<file path="config.mk">
export PLATFORM = sky130hd
export DESIGN_NAME = pipe_robot_ctrl_flat
export DESIGN_NICKNAME = d
export VERILOG_FILES = /design/src/rtl/pipe_robot_ctrl_if.sv /design/src/rtl/pipe_robot_ctrl.sv /design/src/flat_wrapper.sv
export SDC_FILE = /design/constraint.sdc
export NUM_CORES = 1
export LEC_CHECK = 0
export BUFFER_PORTS_ARGS = -buffer_cell sky130_fd_sc_hd__buf_4
export CAP_MARGIN = 20
export CORE_UTILIZATION = 35
export DETAILED_ROUTE_END_ITERATION = 10
export GPL_TIMING_DRIVEN = 0
export HOLD_SLACK_MARGIN = 0.08
export PLACE_DENSITY = 0.58
export SLEW_MARGIN = 15
export SYNTH_ARGS = -nofsm -noshare
export SYNTH_HDL_FRONTEND = slang
export SYNTH_SLANG_ARGS = --single-unit
</file>
<file path="constraint.sdc">
create_clock -name clock -period 3.05 [get_ports clock]
set_input_delay 0 -clock clock [delete_from_list [all_inputs] [get_ports clock]]
set_output_delay 0 -clock clock [all_outputs]
set_load 0.02 [all_outputs]
</file>
<file path="src/rtl/pipe_robot_ctrl_if.sv">
// Sensor and command bundle between the pipe robot controller and its front-end/drivers.
// The slave side is the controller; the master side is the sensor front-end / driver harness.
interface pipe_robot_ctrl_if #(
  parameter int CNT_W = 8
);
  logic             head;
  logic             side;
  logic             under;
  logic             barrier;
  logic             front;
  logic             turn;
  logic             turn_dir;
  logic             remove;
  logic             done;
  logic             trapped;
  logic             blocked;
  logic [CNT_W-1:0] trash_count;

  modport master (
    output head, side, under, barrier,
    input  front, turn, turn_dir, remove, done, trapped, blocked, trash_count
  );

  modport slave (
    input  head, side, under, barrier,
    output front, turn, turn_dir, remove, done, trapped, blocked, trash_count
  );
endinterface

</file>
<file path="src/rtl/pipe_robot_ctrl.sv">
// Wall-following navigation and trash-removal controller for the pipe robot.
// All commands and flags are registered; terminal states hold until reset.
module pipe_robot_ctrl #(
  parameter bit FOLLOW_RIGHT = 1'b0,
  parameter int TURN_LIMIT   = 8,
  parameter int REMOVE_LIMIT = 4,
  parameter int CNT_W        = 8
) (
  input  logic               clock,
  input  logic               reset,
  pipe_robot_ctrl_if.slave   bus
);
  localparam logic [3:0] ST_INIT    = 4'd0;
  localparam logic [3:0] ST_FIRST   = 4'd1;
  localparam logic [3:0] ST_SEARCH  = 4'd2;
  localparam logic [3:0] ST_ROTATE  = 4'd3;
  localparam logic [3:0] ST_FOLLOW  = 4'd4;
  localparam logic [3:0] ST_REMOVE  = 4'd5;
  localparam logic [3:0] ST_DONE    = 4'd6;
  localparam logic [3:0] ST_BLOCKED = 4'd7;
  localparam logic [3:0] ST_TRAPPED = 4'd8;

  localparam int   TR_W   = $clog2(TURN_LIMIT + 1);
  localparam int   RR_W   = $clog2(REMOVE_LIMIT + 1);
  localparam logic TOWARD = FOLLOW_RIGHT;
  localparam logic AWAY   = ~FOLLOW_RIGHT;

  logic [3:0]      state_reg, state_next;
  logic [TR_W-1:0] turn_run_reg, turn_run_next;
  logic [RR_W-1:0] rem_run_reg, rem_run_next;
  logic [CNT_W-1:0] trash_count_reg, trash_count_next;
  logic front_reg, front_next, turn_reg, turn_next, dir_reg, dir_next;
  logic remove_reg, remove_next;
  logic done_reg, trapped_reg, blocked_reg;

  logic       want_front, want_turn, want_remove, want_dir;
  logic [3:0] target;
  logic [2:0] key;
  logic       terminal, active;

  assign key      = {bus.head, bus.side, bus.barrier};
  assign terminal = (state_reg == ST_DONE) || (state_reg == ST_BLOCKED) || (state_reg == ST_TRAPPED);
  assign active   = (state_reg == ST_SEARCH) || (state_reg == ST_ROTATE) ||
                    (state_reg == ST_FOLLOW) || (state_reg == ST_REMOVE);

  // Per-state sensor table: what the robot would like to do, before limits and overrides.
  always_comb begin
    want_front  = 1'b0;
    want_turn   = 1'b0;
    want_remove = 1'b0;
    want_dir    = AWAY;
    target      = state_reg;
    case (state_reg)
      ST_FIRST: begin
        if (key == 3'b010) begin
          want_front = 1'b1;
          target     = ST_SEARCH;
        end else if (key == 3'b011) begin
          want_remove = 1'b1;
        end else begin
          want_turn = 1'b1;
        end
      end
      ST_SEARCH: begin
        if (key == 3'b010) begin
          want_front = 1'b1;
        end else if (key == 3'b110) begin
          want_turn = 1'b1;
          target    = ST_ROTATE;
        end else if (key == 3'b011) begin
          want_remove = 1'b1;
          target      = ST_REMOVE;
        end else begin
          want_turn = 1'b1;
          want_dir  = TOWARD;
          target    = ST_FOLLOW;
        end
      end
      ST_ROTATE: begin
        if (key == 3'b010) begin
          want_front = 1'b1;
          target     = ST_SEARCH;
        end else if (key == 3'b011) begin
          want_remove = 1'b1;
          target      = ST_REMOVE;
        end else begin
          want_turn = 1'b1;
        end
      end
      ST_FOLLOW, ST_REMOVE: begin
        if (!bus.head && !bus.barrier) begin
          want_front = 1'b1;
          target     = ST_SEARCH;
        end else if (!bus.head) begin
          want_remove = 1'b1;
          target      = ST_REMOVE;
        end else if (bus.side) begin
          want_turn = 1'b1;
          target    = ST_ROTATE;
        end else begin
          want_turn = 1'b1;
          want_dir  = TOWARD;
          target    = ST_FOLLOW;
        end
      end
      default: ;
    endcase
  end

  // Priority resolution: terminal hold, exit marker, jammed barrier, run limits, then the table.
  always_comb begin
    state_next       = state_reg;
    front_next       = 1'b0;
    turn_next        = 1'b0;
    dir_next         = 1'b0;
    remove_next      = 1'b0;
    trash_count_next = trash_count_reg;
    if (terminal) begin
      state_next = state_reg;
    end else if (bus.under && active) begin
      state_next = ST_DONE;
    end else if (bus.head && bus.barrier && (state_reg != ST_INIT)) begin
      state_next = ST_BLOCKED;
    end else if (state_reg == ST_INIT) begin
      state_next = ST_FIRST;
    end else if (want_remove && (rem_run_reg == RR_W'(REMOVE_LIMIT))) begin
      state_next = ST_BLOCKED;
    end else if (want_turn && (turn_run_reg == TR_W'(TURN_LIMIT))) begin
      state_next = ST_TRAPPED;
    end else begin
      state_next  = target;
      front_next  = want_front;
      turn_next   = want_turn;
      dir_next    = want_turn & want_dir;
      remove_next = want_remove;
      if ((state_reg == ST_REMOVE) && !bus.barrier && (trash_count_reg != {CNT_W{1'b1}}))
        trash_count_next = trash_count_reg + CNT_W'(1);
    end
  end

  always_comb begin
    rem_run_next  = remove_next ? rem_run_reg + RR_W'(1) : '0;
    turn_run_next = turn_run_reg;
    if (turn_next)
      turn_run_next = turn_run_reg + TR_W'(1);
    else if (front_next || remove_next)
      turn_run_next = '0;
  end

  always_ff @(posedge clock) begin
    if (reset) begin
      state_reg       <= ST_INIT;
      turn_run_reg    <= '0;
      rem_run_reg     <= '0;
      trash_count_reg <= '0;
      front_reg       <= 1'b0;
      turn_reg        <= 1'b0;
      dir_reg         <= 1'b0;
      remove_reg      <= 1'b0;
      done_reg        <= 1'b0;
      trapped_reg     <= 1'b0;
      blocked_reg     <= 1'b0;
    end else begin
      state_reg       <= state_next;
      turn_run_reg    <= turn_run_next;
      rem_run_reg     <= rem_run_next;
      trash_count_reg <= trash_count_next;
      front_reg       <= front_next;
      turn_reg        <= turn_next;
      dir_reg         <= dir_next;
      remove_reg      <= remove_next;
      done_reg        <= (state_next == ST_DONE);
      trapped_reg     <= (state_next == ST_TRAPPED);
      blocked_reg     <= (state_next == ST_BLOCKED);
    end
  end

  assign bus.front       = front_reg;
  assign bus.turn        = turn_reg;
  assign bus.turn_dir    = dir_reg;
  assign bus.remove      = remove_reg;
  assign bus.done        = done_reg;
  assign bus.trapped     = trapped_reg;
  assign bus.blocked     = blocked_reg;
  assign bus.trash_count = trash_count_reg;
endmodule
</file>
<file path="src/flat_wrapper.sv">
// flat-port wrapper written by rule: the top's interface ports become plain ports
module pipe_robot_ctrl_flat 
#(
  parameter bit FOLLOW_RIGHT = 1'b0,
  parameter int TURN_LIMIT   = 8,
  parameter int REMOVE_LIMIT = 4,
  parameter int CNT_W        = 8
)
  (clock, reset, bus_head, bus_side, bus_under, bus_barrier, bus_front, bus_turn, bus_turn_dir, bus_remove, bus_done, bus_trapped, bus_blocked, bus_trash_count);
  pipe_robot_ctrl_if #(.CNT_W(CNT_W)) bus_i ();
  input  logic clock;
  input  logic reset;
  input wire logic [$bits(bus_i.head)-1:0] bus_head;
  input wire logic [$bits(bus_i.side)-1:0] bus_side;
  input wire logic [$bits(bus_i.under)-1:0] bus_under;
  input wire logic [$bits(bus_i.barrier)-1:0] bus_barrier;
  output wire logic [$bits(bus_i.front)-1:0] bus_front;
  output wire logic [$bits(bus_i.turn)-1:0] bus_turn;
  output wire logic [$bits(bus_i.turn_dir)-1:0] bus_turn_dir;
  output wire logic [$bits(bus_i.remove)-1:0] bus_remove;
  output wire logic [$bits(bus_i.done)-1:0] bus_done;
  output wire logic [$bits(bus_i.trapped)-1:0] bus_trapped;
  output wire logic [$bits(bus_i.blocked)-1:0] bus_blocked;
  output wire logic [$bits(bus_i.trash_count)-1:0] bus_trash_count;
  assign bus_i.head = bus_head;
  assign bus_i.side = bus_side;
  assign bus_i.under = bus_under;
  assign bus_i.barrier = bus_barrier;
  assign bus_front = bus_i.front;
  assign bus_turn = bus_i.turn;
  assign bus_turn_dir = bus_i.turn_dir;
  assign bus_remove = bus_i.remove;
  assign bus_done = bus_i.done;
  assign bus_trapped = bus_i.trapped;
  assign bus_blocked = bus_i.blocked;
  assign bus_trash_count = bus_i.trash_count;
  pipe_robot_ctrl #(.FOLLOW_RIGHT(FOLLOW_RIGHT), .TURN_LIMIT(TURN_LIMIT), .REMOVE_LIMIT(REMOVE_LIMIT), .CNT_W(CNT_W)) u_core (.clock(clock), .reset(reset), .bus(bus_i));
endmodule
</file>
; Yosys cells after proc, flatten, opt, wreduce, memory -nomap -nowiden
; Cells that the tools add are included.
[op_classes]
n_eq_ne = 17
n_bitwise = 8
n_addsub = 3
muxes = 59
n_reduce_logical = 25
[op_table]
columns = operator, count
row1 = 4-bit 2-to-1 mux, 15
row2 = 1-bit 2-to-1 mux, 38
row3 = "4-bit by 3-bit == test with 1-bit output, second input constant", 6
row4 = 4-bit case mux with 4 select lines, 1
row5 = "4-bit == test, second input constant", 3
row6 = "8-bit by 1-bit adder with 8-bit output, second input constant", 1
row7 = "4-bit by 2-bit == test with 1-bit output, second input constant", 2
row8 = 1-bit logical AND, 8
row9 = "8-bit inequality test, second input constant", 1
row10 = 1-bit inverter, 7
row11 = 7-bit AND reduction, 1
row12 = 7-bit OR reduction, 1
row13 = "3-bit by 2-bit == test with 1-bit output, second input constant", 2
row14 = "3-bit == test, second input constant", 2
row15 = 1-bit logical OR, 6
row16 = 1-bit case mux with 3 select lines, 2
row17 = 2-bit OR reduction, 3
row18 = "4-bit by 1-bit adder with 4-bit output, second input constant", 1
row19 = "4-bit by 1-bit == test with 1-bit output, second input constant", 1
row20 = 4-bit zero test, 1
row21 = 1-bit case mux with 2 select lines, 2
row22 = 4-bit nonzero test, 1
row23 = "3-bit by 1-bit adder with 3-bit output, second input constant", 1
row24 = 3-bit 2-to-1 mux, 1
row25 = 4 further kinds, 5
[word_totals]
output_inout_bits = 15
inputBits = 6
regBits = 26

; Longest topological paths before layout
; Gate-level depths: netlist (run 1).
[depth]
ltp_word = 15
mapped_depth = 10
ltp_nobuf = 9

; Worst setup path after synthesis (run 1)
; Ideal clock, no wire load.
[synth_path]
path_kind = register to register
start = register u_core.state_reg[1]
end = register u_core.rem_run_reg[1]
arrival_time_ps = 2204
setup_ps = 59
n_path_buf = 2
path_slack_ps = 787
required_ps = 2991
path_stages_with_launch = 10
synth_period_minus_slack_ps = 2263
cell_sequence = dfxtp_1 buf_6 maj3_2 mux2_4 a21o_1 buf_6 or4_4 or3_4 inv_2 and2_1
[synth_via]
elab_chain_len = 12
elab_cells_between_ends = 31
classes_between = eq/ne: 8 / mux: 8 / bitwise: 1 / reduce/logical: 14
[synth_lines]
columns = item, line_no
row1 = from (decl), pipe_robot_ctrl.sv:28  ; logic [3:0] state_reg, state_next;
row2 = from (signal assigned), pipe_robot_ctrl.sv:164  ; state_reg <= state_next;
row3 = "4-bit by 3-bit == test with 1-bit output, or another cell as far along", "pipe_robot_ctrl.sv:44, pipe_robot_ctrl.sv:53"
row4 = "2-bit OR reduction, on equally long branches", -
row5 = 1-bit case mux with 3 select lines, pipe_robot_ctrl.sv:53  ; case (state_reg)
row6 = 1-bit logical AND, pipe_robot_ctrl.sv:128  ; end else if (want_turn && (turn_run_reg == TR_W'(TURN_LIMIT))) begin
row7 = 1-bit 2-to-1 mux, pipe_robot_ctrl.sv:128
row8 = 1-bit 2-to-1 mux, pipe_robot_ctrl.sv:126  ; end else if (want_remove && (rem_run_reg == RR_W'(REMOVE_LIMIT))) begin
row9 = 1-bit 2-to-1 mux, pipe_robot_ctrl.sv:124  ; end else if (state_reg == ST_INIT) begin
row10 = 1-bit 2-to-1 mux, pipe_robot_ctrl.sv:122  ; end else if (bus.head && bus.barrier && (state_reg != ST_INIT)) begin
row11 = 1-bit 2-to-1 mux, pipe_robot_ctrl.sv:120  ; end else if (bus.under && active) begin
row12 = 1-bit 2-to-1 mux (*), pipe_robot_ctrl.sv:118  ; if (terminal) begin
row13 = 1-bit inverter (no line) (*), -
row14 = 2-bit OR reduction (no line) (*), -
row15 = to (signal assigned), pipe_robot_ctrl.sv:166  ; rem_run_reg <= rem_run_next;
row16 = to (decl), pipe_robot_ctrl.sv:30  ; logic [RR_W-1:0] rem_run_reg, rem_run_next;
; Mark *: on every way between the ends. The rest lies on a longest branch, timed or not.
; A chain may end at the register's enable or synchronous reset.

; Final worst setup path (run 1)
[layout_path]
start = register u_core.state_reg[3]
end = register u_core.turn_run_reg[3]
[layout_via]
elab_chain_len = 12
elab_cells_between_ends = 46
classes_between = eq/ne: 8 / mux: 22 / reduce/logical: 16
[layout_lines]
columns = item, line_no
row1 = "4-bit by 3-bit == test with 1-bit output, or another cell as far along", "pipe_robot_ctrl.sv:44, pipe_robot_ctrl.sv:53"
row2 = "2-bit OR reduction, on equally long branches", -
row3 = 1-bit case mux with 3 select lines, pipe_robot_ctrl.sv:53
row4 = 1-bit logical AND, pipe_robot_ctrl.sv:128
row5 = 1-bit 2-to-1 mux, pipe_robot_ctrl.sv:128
row6 = 1-bit 2-to-1 mux, pipe_robot_ctrl.sv:126
row7 = 1-bit 2-to-1 mux, pipe_robot_ctrl.sv:124
row8 = 1-bit 2-to-1 mux, pipe_robot_ctrl.sv:122
row9 = 1-bit 2-to-1 mux, pipe_robot_ctrl.sv:120
row10 = 1-bit 2-to-1 mux, pipe_robot_ctrl.sv:118
row11 = 1-bit logical OR, pipe_robot_ctrl.sv:146  ; else if (front_next || remove_next)
row12 = 2-bit nonzero test (no line), -
row13 = to (signal assigned), pipe_robot_ctrl.sv:165  ; turn_run_reg <= turn_run_next;
row14 = to (decl), pipe_robot_ctrl.sv:29  ; logic [TR_W-1:0] turn_run_reg, turn_run_next;
; Several ways; a longest one is shown, not always the timed one.

==> results.md, run 1 <==
- Synth area leaders: dfxtp_1, a21oi_1, nor2_1
- FFs w/ async S/R, synth: 0
- Die height: 66.5 um
- Most common cell after layout, fill and taps aside: dfxtp_1
- Simple-gate portion of the synthesized area: 0.302
- DP Area: 0.00166 mm2
- Leak pwr: 0.698 nW
- Hold endpoint: u_core.bus.remove
- Minimum clock period: 2.41 ns
- P&R area growth vs syn: 19.7%
- # IOs: 21
- WL/cell: 12.3 um
- Yosys warns: 0
- Final setup fails: 0
- Final cell count without fillers: 256
- Hold Slack: 0.227 ns
- Storage element area: 520 um2
- Final period util: 0.791
- Starting Density: 0.364
- Type of the most critical hold path: in2reg
- Hpwl dp: 2340 um
- Mapped cell area: 0.00146 mm2
- CP endpoint kind: flop
- Final instance area: 0.00174 mm2
- FF-to-FF path depth: 8
- Worst EP required: 3.20 ns
- Sink Count: 26
- Cell taking the most area after synthesis: dfxtp_1
- Critical Path AT: 2.56 ns
- Setup tns final: 0 ns
- MaxCap Viol Count: 0
- Number of nets in the layout: 218
- Share of post-route cells with drive strength above 1: 0.170
- Post-synthesis cell count: 182
- Diode count: 0
- Largest net degree at the start of global routing: 16
- Clk root buf: clkbuf_8
- H-tree levels: 1
- Routed WL: 3140 um
- Worst vdd ir: 0.307 mV
- Worst Max-Slew Pin Slew: 0.735 ns
- Multiplexer share of the synthesized area: 0.0103
- Distinct cells, synth: 47
- Max reg flops: 8
- Vias: 1,328
- R2R Setup Slk: 0.64 ns
- Skew-Pair Late Insertion Delay: 0.27 ns
- Post-CTS Setup Bufs: 0
- DR pass1 iterations: 4
- DIE AREA: 0.00442 mm2
- Compound-cell area share of the yosys netlist: 0.163
- Worst setup startpoint: u_core.state_reg[3]
- Max Fclk: 414 MHz
- Main combinational cell family by area after synthesis: simple AND/OR/NAND/NOR gates
- Outcome: completed
- Top FF cell, synth: dfxtp_1
- Max-slew violations: 0
- Critical Path Start Type: flop
- Initial DRC Count: 109
- TritonCTS clock tree: built
- Row count: 23
- Total GRT Usage: 0.153
- HP Start: bus_barrier
- Clock skew: 0.0121 ns
- Seq/Total Area, Yosys: 0.357
- DRT antenna net count: 0
- Vias in the first global route: 1,164
- RR Startpoint: u_core.state_reg[3]
- Syn_nets: 193
- Post-synth EDFFs: 0
- Number of remaining DRC errors: 0
- Setup Crit Path Kind: reg2reg
- Slew HR: 0.509
- Final Wtd Congestion: 0.826
- XOR/XNOR share of the synthesized area: 0.0541
- First-pass GRT wire length: 5150 um
- Post-layout util: 0.436
- Antenna violations before repair: 0
- Reg2reg end: u_core.turn_run_reg[3]
- Synth top area share: 0.357
- Max clock buf depth: 2
- CP max FO: 10
- Final Hold Viols: 0
- RSZ-0062 raised after global routing: false
- Fill cell count: 428
- Post-Place Cells: 251
- Routed vias/inst: 5.19
- Total grt overflow: 0
- Hold path cells: 4
- Commonest cells after routing, fill and taps aside: dfxtp_1, nor2_1, buf_4, a21oi_1, nand2_1
- Adder-cell share of the synthesized area: 0.0507
- PwrDens: 775 mW/mm2
- Num CTS Buffers: 3
- Combined area of the multi-input logic cells: 845 um2
- Placeable Area: 0.00400 mm2
- Avg Cell Area, Syn: 8.00 um2
- Die X: 66.5 um
- Clock transition at the registers of the reported paths: 0.10 ns
- #FFs+latches synth: 26
- IO Port Bufs: 19
==> metal layers <==
layer  wire [um]  track usage  vias up
li1            -            -      688
met1        1530        0.204      602
met2        1420        0.249       34
met3         165       0.0257        4
met4          29       0.0479        0
met5           0            0        -
==> through the flow <==
stage,setup slack [ns],total power [W]
5_1_grt,0.563,0.00145
2_1_floorplan,0.787,0.000912
3_5_place_dp,0.672,0.00106
4_1_cts,0.654,0.00135
3_3_place_gp,0.617,0.00107
6_report,0.636,0.00135
==> report_power, final <==
group	leakage (nW)	switching [W]	internal [W]
combinational	0.451	0.000376	0.000262
sequential	0.211	0.0000330	0.000390
clock	0.0357	0.000114	0.000176
==> cell families after synthesis <==
group                      after synthesis
and+or+nand+nor                         82
AOI/OAI and AO/OA                       38
DFF                                     26
buffers and inverters                   20
xor gates and xnor gates                 9
adders and majority gates                6
muxes                                    1
==> cells in the mapped netlist (all sizes together), types with 2 or more instances <==
cell,instances
ha,5
and3,3
nor2b,3
nand3,11
or3,2
and4,2
nand4,2
nor3,7
or4,3
a31oi,3
nor2,21
nor4,2
inv,9
a2111oi,2
xnor2,8
buf,3
o21ai,5
nand2b,4
a21oi,17
clkbuf,8
nand2,13
or2,3
and2,2
dfxtp,26
a21o,4
==> worst max-delay path by stage <==
| stage | endpoint | slack, ns | cells past startpoint |
|---|---|---|---|
| 5_1_grt | u_core.turn_run_reg[3] | 0.56 | 8 |
| 4_1_cts | u_core.turn_run_reg[3] | 0.65 | 8 |
| 3_3_place_gp | u_core.turn_run_reg[3] | 0.62 | 8 |
| 3_5_place_dp | u_core.turn_run_reg[3] | 0.67 | 8 |
| 2_1_floorplan | u_core.rem_run_reg[1] | 0.79 | 9 |
| 6_report | u_core.turn_run_reg[3] | 0.64 | 8 |
==> critical path, cell delays in order, from the launching register on <==
cell,delay (ns)
dfxtp_1,0.34
buf_2,0.21
inv_1,0.14
mux2_4,0.33
a21o_1,0.17
buf_6,0.14
or4_1,0.60
a311oi_1,0.31
nor2_1,0.06
==> cell type report <==
type,count,share of cell area
flip-flops and latches,26,0.299
repair buffers,20,0.0876
clock inverters,1,0.0172
plain buffers,11,0.0330
inverters,9,0.0194
multi-input cells,136,0.485
clock buffers,3,0.0237
well taps,50,0.0359
==> repair_timing <==
item / CTS / global route
endpoints found under the hold margin: 1 / 0
hold buffers: 1 / 0
resized for setup: 0 / 0
Power figures use the tool's default switching activity.
==> run 2, diff against run 1 <==
--- a/config.mk
+++ b/config.mk
@@ -5,13 +5,14 @@
 export SDC_FILE = /design/constraint.sdc
 export NUM_CORES = 1
 export LEC_CHECK = 0
+export ABC_AREA = 1
 export BUFFER_PORTS_ARGS = -buffer_cell sky130_fd_sc_hd__buf_4
 export CAP_MARGIN = 20
 export CORE_UTILIZATION = 35
 export DETAILED_ROUTE_END_ITERATION = 10
 export GPL_TIMING_DRIVEN = 0
 export HOLD_SLACK_MARGIN = 0.08
-export PLACE_DENSITY = 0.58
+export PLACE_DENSITY = 0.6
 export SLEW_MARGIN = 15
 export SYNTH_ARGS = -nofsm -noshare
 export SYNTH_HDL_FRONTEND = slang
==> constraint.sdc (replaced) <==
create_clock -name clock -period 2 [get_ports clock]
set_input_delay 0 -clock clock [delete_from_list [all_inputs] [get_ports clock]]
set_output_delay 0 -clock clock [all_outputs]
set_load 0.02 [all_outputs]
==> results.md, run 2 <==
- Mapped cell area: 0.00162 mm2 (+12%)
- RR Startpoint: u_core.state_reg[0]
- Largest net degree at the start of global routing: 14 (-2)
- Sink Count: 26 (unchanged)
- Distinct cells, synth: 32 (-32%)
- Flop pwr share: 0.314 (about the same)
- Starting Density: 0.368 (+0.00382)
- Setup tns final: 0 ns (unchanged)
- FFs w/ async S/R, synth: 0 (unchanged)
- # IOs: 21 (unchanged)
- Commonest cells post-synth: nand2_1, nor2_1, dfxtp_1
- Avg Cell Area, Syn: 7.12 um2 (-11%)
- PwrDens: 1100 mW/mm2 (+42%)
- Max reg flops: 8 (unchanged)
- Synth top area share: 0.320 (-0.0369)
- CP endpoint kind: flop
- IO Port Bufs: 19 (unchanged)
- Die X: 70.1 um (+5.4%)
- Syn_nets: 239 (+24%)
- Total GRT Usage: 0.138 (-0.0144)
- Worst EP required: 2.20 ns (-1.00 ns)
- Vias in the first global route: 1,303 (+12%)
- Critical Path Start Type: flop
- Vias: 1,410 (+6.2%)
- WL/cell: 10.9 um (-11%)
- Worst vdd ir: 0.462 mV (+51%)
- Synth area leaders: dfxtp_1, nand2_1, nor2_1
- CP max FO: 9 (-1)
- P_int: 0.00111 W (+34%)
- H-tree levels: 1 (unchanged)
- HP Start: reset
- Total grt overflow: 0 (unchanged)
- Hold Slack: 0.196 ns (-0.0309 ns)
- Hold path cells: 2 (-2)
- Post-synthesis cell count: 228 (+25%)
- Die height: 70.1 um (+5.4%)
- Clock transition at the registers of the reported paths: 0.09 ns (about the same)
- Type of the most critical hold path: in2reg
- Clock power frac: 0.140 (-0.075)
- Worst Max-Slew Pin Slew: 0.589 ns (-0.145 ns)
- Diode count: 0 (unchanged)
- Clock skew: 0.00407 ns (-0.00805 ns)
- Placeable Area: 0.00441 mm2 (+10%)
- Met3 wire length: 76 um (-54%)
- RSZ-0062 raised after global routing: false
- Leak pwr: 0.886 nW (+27%)
- Share of post-route cells with drive strength above 1: 0.223 (+0.0532)
- First-pass GRT wire length: 5600 um (+8.6%)
- #FFs+latches synth: 26 (unchanged)
- Max-slew violations: 0 (unchanged)
- Clk root buf: clkbuf_8
- Max Fclk: 602 MHz (+45%)
- Row count: 24 (+4.3%)
- P&R area growth vs syn: 15.9%
- Worst setup startpoint: u_core.state_reg[0]
- Initial DRC Count: 28 (-74%)
- Final instance area: 0.00188 mm2 (+8.0%)
- Post-layout util: 0.427 (-0.00913)
- Post-synth EDFFs: 0 (unchanged)
- Reg2reg end: u_core.bus.trash_count[3]
- Sw Pwr: 0.000964 W (+84%)
- DR top layer: met4
- Total power: 0.00208 W (+54%)
- DIE AREA: 0.00492 mm2 (+11%)
- Final setup fails: 0 (unchanged)
- DP Area: 0.00183 mm2 (+10%)
- Post-CTS Setup Bufs: 0 (unchanged)
- Critical Path AT: 1.86 ns (-0.70 ns)
- Number of nets in the layout: 264 (+21%)
- Seq/Total Area, Yosys: 0.320 (-0.0369)
- DRT met1 WL: 1660 um (+8.5%)
- Combinational share of power: 0.547 (+0.075)
- Most frequent cell after synthesis: nand2_1
- DR pass1 iterations: 4 (unchanged)
- Routed WL: 3290 um (+4.8%)
- Routed vias/inst: 4.65 (-10%)
- Hpwl dp: 2600 um (+11%)
- Num CTS Buffers: 3 (unchanged)
- Met2 routed WL: 1530 um (+8.3%)
- TritonCTS clock tree: built
- MaxCap Viol Count: 0 (unchanged)
- Final period util: 0.830 (+0.0384)
- Hold endpoint: u_core.bus.trash_count[2]
- DRT antenna net count: 0 (unchanged)
- R2R Setup Slk: 0.34 ns (-0.30 ns)
- FF-to-FF path depth: 8 (unchanged)
- Yosys warns: 0 (unchanged)
- Antenna violations before repair: 0 (unchanged)
- Skew-Pair Late Insertion Delay: 0.26 ns (about the same)
- Number of remaining DRC errors: 0 (unchanged)
- Setup Crit Path Kind: reg2reg
- Final Hold Viols: 0 (unchanged)
- Minimum clock period: 1.66 ns (-0.754 ns)
- Sw Ratio: 0.464 (+0.0769)
- Commonest cells after routing, fill and taps aside: nand2_1, nor2_1, dfxtp_1, inv_1, buf_4
- Top FF cell, synth: dfxtp_1
- Final Wtd Congestion: 0.810 (-1.8%)
- Gates resized, CTS repair: 0 (unchanged)
- Slew HR: 0.607 (+0.0982)
- Most common cell after layout, fill and taps aside: nand2_1
- Outcome: completed
- Max clock buf depth: 2 (unchanged)
- Cell taking the most area after synthesis: dfxtp_1
run 2: cell count changes in the layout (fill, tap and decap cells not counted), sizes merged, moves of 4 or more:
cell    before  now
a21oi       17   12
inv          9   27
clkbuf      11    5
nand2       13   75
nand4        2    6
nand3       11   17
a21o         4    0
nor2        21   32
nand2b       4    0
nor3         7    1
run 2: layout make-up:
class                           count  area [um2]
Buffer                              3        12.5
Clock buffer                        3        41.3
Fill cell                         463        2530
Inverter                           28         110
Multi-Input combinational cell    171         981
Sequential cell                    26         520
Tap cell                           52        65.1
Timing Repair Buffer               20         153
run 2: metal layers:
| layer | vias up | GRT usage |
|---|---|---|
| li1 | 770 | - |
| met3 | 2 | 0.0159 |
| met1 | 624 | 0.187 |
| met5 | - | 0 |
| met4 | 0 | 0.0400 |
| met2 | 14 | 0.232 |
run 2: how the worst max path moves through the flow:
| stage | cells past startpoint | to | slack [ns] |
|---|---|---|---|
| floorplan | 8 | u_core.bus.trash_count[2] | 0.45 |
| global placement | 8 | u_core.bus.trash_count[3] | 0.34 |
| detailed placement | 8 | u_core.bus.trash_count[3] | 0.35 |
| CTS | 8 | u_core.bus.trash_count[3] | 0.33 |
| global route | 8 | u_core.bus.trash_count[7] | 0.1 |
| finish | 8 | u_core.bus.trash_count[3] | 0.34 |
run 2: what timing repair did:
action	4_1_cts	5_1_grt
hold buffers	1	0
setup endpoints to repair	0	0
hold endpoints to repair	1	0
run 2: worst max-delay path, stage by stage, from the launching register on:
cell and delay, ns:
dfxtp_1 0.46, inv_2 0.09, nor4_1 0.31, o21ai_0 0.14
inv_1 0.11, nand4_4 0.18, clkinv_4 0.13, nand2_1 0.07
a21oi_2 0.11
run 2: power groups by stage:
stage               Sequential [W]  Combinational [W]  Clock, W
floorplan                 0.000702           0.000860         0
global placement          0.000664            0.00114         0
detailed placement        0.000664            0.00114         0
CTS                       0.000652            0.00114  0.000300
global route              0.000663            0.00126  0.000316
finish                    0.000651            0.00113  0.000290
run 2: cells by family after synthesis:
kind of cell | count (synthesis) | synth area share
and+or+nand+nor | 134 | 0.402
buffers and inverters | 31 | 0.0755
DFF | 26 | 0.320
AOI/OAI and AO/OA | 22 | 0.109
xor gates and xnor gates | 10 | 0.0539
adders and majority gates | 5 | 0.0385
run 2: per-stage QoR:
step | instances | worst slack, ns
after floorplan | 228 | 0.446
after global placement | 299 | 0.339
after detailed placement | 299 | 0.348
after CTS | 303 | 0.327
after global routing | 303 | 0.0953
final | 303 | 0.340
==> run 3, diff against run 2 <==
--- a/config.mk
+++ b/config.mk
@@ -5,7 +5,7 @@
 export SDC_FILE = /design/constraint.sdc
 export NUM_CORES = 1
 export LEC_CHECK = 0
-export ABC_AREA = 1
+export ABC_AREA = 0
 export BUFFER_PORTS_ARGS = -buffer_cell sky130_fd_sc_hd__buf_4
 export CAP_MARGIN = 20
 export CORE_UTILIZATION = 35
==> constraint.sdc (replaced) <==
create_clock -name clock -period 1.35 [get_ports clock]
set_input_delay 0 -clock clock [delete_from_list [all_inputs] [get_ports clock]]
set_output_delay 0 -clock clock [all_outputs]
set_load 0.02 [all_outputs]
==> results.md, run 3 (synthesis results as in run 1) <==
- Outcome: complete, but fails checks
- Failing checks: negative setup slack
- Max-slew violations: 0 (unchanged)
- Max Fclk: 450 MHz (-25%)
- Skew-Pair Late Insertion Delay: 0.28 ns (+0.02 ns)
- Final Wtd Congestion: 0.811 (about the same)
- Type of the most critical hold path: in2reg
- # IOs: 21 (unchanged)
- Flop pwr share: 0.243 (-0.071)
- Final Hold Viols: 0 (unchanged)
- Commonest cells after routing, fill and taps aside: buf_4, dfxtp_1, nor2_1, nand2_1, a21oi_1
- Final period util: 1.65 (+0.816)
- Hold endpoint: u_core.rem_run_reg[0]
- Num CTS Buffers: 3 (unchanged)
- WL/cell: 14.6 um (+35%)
- Reg2reg end: u_core.rem_run_reg[1]
- Clk root buf: clkbuf_8
- Leak pwr: 0.917 nW (+3.5%)
- Worst EP required: 1.58 ns (-0.62 ns)
- Hold path cells: 4 (+2)
- FF-to-FF path depth: 7 (-1)
- First-pass GRT wire length: 6520 um (+17%)
- Most common cell after layout, fill and taps aside: buf_4
- Vias in the first global route: 1,391 (+6.8%)
- Sink Count: 26 (unchanged)
- Sw Ratio: 0.409 (-0.0556)
- DIE AREA: 0.00442 mm2 (-10%)
- Clock transition at the registers of the reported paths: 0.09 ns (about the same)
- Share of post-route cells with drive strength above 1: 0.457 (+0.233)
- Sw Pwr: 0.00170 W (+76%)
- Final setup fails: 26 (+26)
- Routed vias/inst: 5.44 (+17%)
- Die height: 66.5 um (-5.2%)
- Minimum clock period: 2.22 ns (+0.563 ns)
- Largest net degree at the start of global routing: 15 (+1)
- Worst vdd ir: 1.24 mV (+170%)
- Fill cell count: 356 (-23%)
- Starting Density: 0.364 (-0.00382)
- HP Start: reset
- Antenna violations before repair: 0 (unchanged)
- DR pass1 iterations: 4 (unchanged)
- Routed WL: 4100 um (+24%)
- P&R area growth vs syn: 56.3%
- Post-Place Cells: 251 (-16%)
- Max reg flops: 8 (unchanged)
- Setup tns final: -16.07 ns (-16.07 ns)
- Max clock buf depth: 2 (unchanged)
- Combinational share of power: 0.630 (+0.083)
- R2R Setup Slk: -0.87 ns (-1.21 ns)
- DRT antenna net count: 0 (unchanged)
- Total power: 0.00415 W (+100%)
- IO Port Bufs: 19 (unchanged)
- Placeable Area: 0.00400 mm2 (-9.4%)
- P_int: 0.00245 W (+120%)
- Vias: 1,522 (+7.9%)
- Number of nets in the layout: 242 (-8.3%)
- RR Startpoint: u_core.state_reg[1]
- Initial DRC Count: 93 (+230%)
- Number of remaining DRC errors: 0 (unchanged)
- Critical Path Start Type: flop
- Total grt overflow: 0 (unchanged)
- Hpwl dp: 2400 um (-7.6%)
- Diode count: 0 (unchanged)
- Setup Crit Path Kind: reg2reg
- CP endpoint kind: flop
- Slew HR: 0.552 (-0.0555)
- Final cell count without fillers: 280 (-7.6%)
- RSZ-0062 raised after global routing: true
- Final worst setup slack: -0.873 ns (-1.21 ns)
- TritonCTS clock tree: built
- CP max FO: 4 (-5)
- Critical Path AT: 2.45 ns (+0.59 ns)
- Die X: 66.5 um (-5.2%)
- Row count: 23 (-4.2%)
- PwrDens: 1820 mW/mm2 (+65%)
- Worst Max-Slew Pin Slew: 0.672 ns (+0.0833 ns)
- Clock skew: 0.00273 ns (-0.00134 ns)
- CTS Hold Bufs: 0 (-1)
- H-tree levels: 1 (unchanged)
- Clock power frac: 0.126 (-0.014)
- Total GRT Usage: 0.195 (+0.0569)
- MaxCap Viol Count: 0 (unchanged)
[run 3: cell count changes in the layout (fill, tap and decap cells not counted), moves of 5 or more]
cell,before,now
a21oi_1,4,9
inv_2,6,1
nand3_1,15,6
nor2_1,28,20
nand2_2,5,0
nor3_4,0,5
inv_1,21,6
buf_6,0,7
nand2_1,66,13
buf_4,19,37
[run 3: worst max path at each step]
stage,cells past startpoint,slack (ns),from,to
2_1_floorplan,9,-0.91,u_core.state_reg[1],u_core.rem_run_reg[1]
3_3_place_gp,9,-1.08,u_core.state_reg[3],u_core.rem_run_reg[1]
3_5_place_dp,9,-1.08,u_core.state_reg[3],u_core.rem_run_reg[1]
4_1_cts,7,-0.94,u_core.state_reg[2],u_core.rem_run_reg[1]
5_1_grt,7,-0.93,u_core.state_reg[1],u_core.rem_run_reg[1]
6_report,7,-0.87,u_core.state_reg[1],u_core.rem_run_reg[1]
[run 3: timing repair]
action	in CTS	in global routing
endpoints found under the setup margin	26	26
pin swaps	33	17
setup buffers	17	13
gates resized for setup	53	21
[run 3: final cells by class]
class	instances	area, um2	share of cell area
Clock buffer	4	55.1	0.0242
Multi-Input combinational cell	136	1120	0.493
Inverter	9	38.8	0.0170
Buffer	9	67.6	0.0297
Tap cell	50	62.6	0.0275
Sequential cell	26	531	0.233
Timing Repair Buffer	46	400	0.176
[run 3: layer usage]
layer,global-route usage,vias up,part of all wire
li1,-,736,-
met1,0.245,738,0.43
met2,0.335,42,0.51
met3,0.0411,6,0.041
met4,0.0532,0,0.011
met5,0,-,0
[run 3: through the flow]
| step | utilization | worst slack (ns) | hold WS, ns | instance area (um2) |
|---|---|---|---|---|
| 2_1_floorplan | - | -0.912 | 0.177 | 1500 |
| 3_3_place_gp | 0.426 | -1.08 | 0.302 | 1700 |
| 3_5_place_dp | 0.426 | -1.08 | 0.306 | 1700 |
| 4_1_cts | 0.529 | -0.938 | 0.0925 | 2120 |
| 5_1_grt | 0.569 | -0.927 | 0.135 | 2280 |
| 6_report | 0.569 | -0.873 | 0.136 | 2280 |
[run 3: power by group through the flow]
| stage | combinational [W] | clock, W | sequential [W] |
|---|---|---|---|
| after floorplan | 0.00113 | 0 | 0.00103 |
| after global placement | 0.00155 | 0 | 0.000992 |
| after detailed placement | 0.00152 | 0 | 0.000995 |
| after CTS | 0.00221 | 0.000537 | 0.000999 |
| after global routing | 0.00278 | 0.000560 | 0.00102 |
| final | 0.00262 | 0.000524 | 0.00101 |
[run 3: worst max-delay path: stages (launching register included)]
cell	delay [ns]
dfxtp_4	0.38
maj3_2	0.30
mux2_4	0.27
a21o_4	0.19
or4_4	0.50
or3_4	0.36
inv_2	0.06
and2_4	0.12
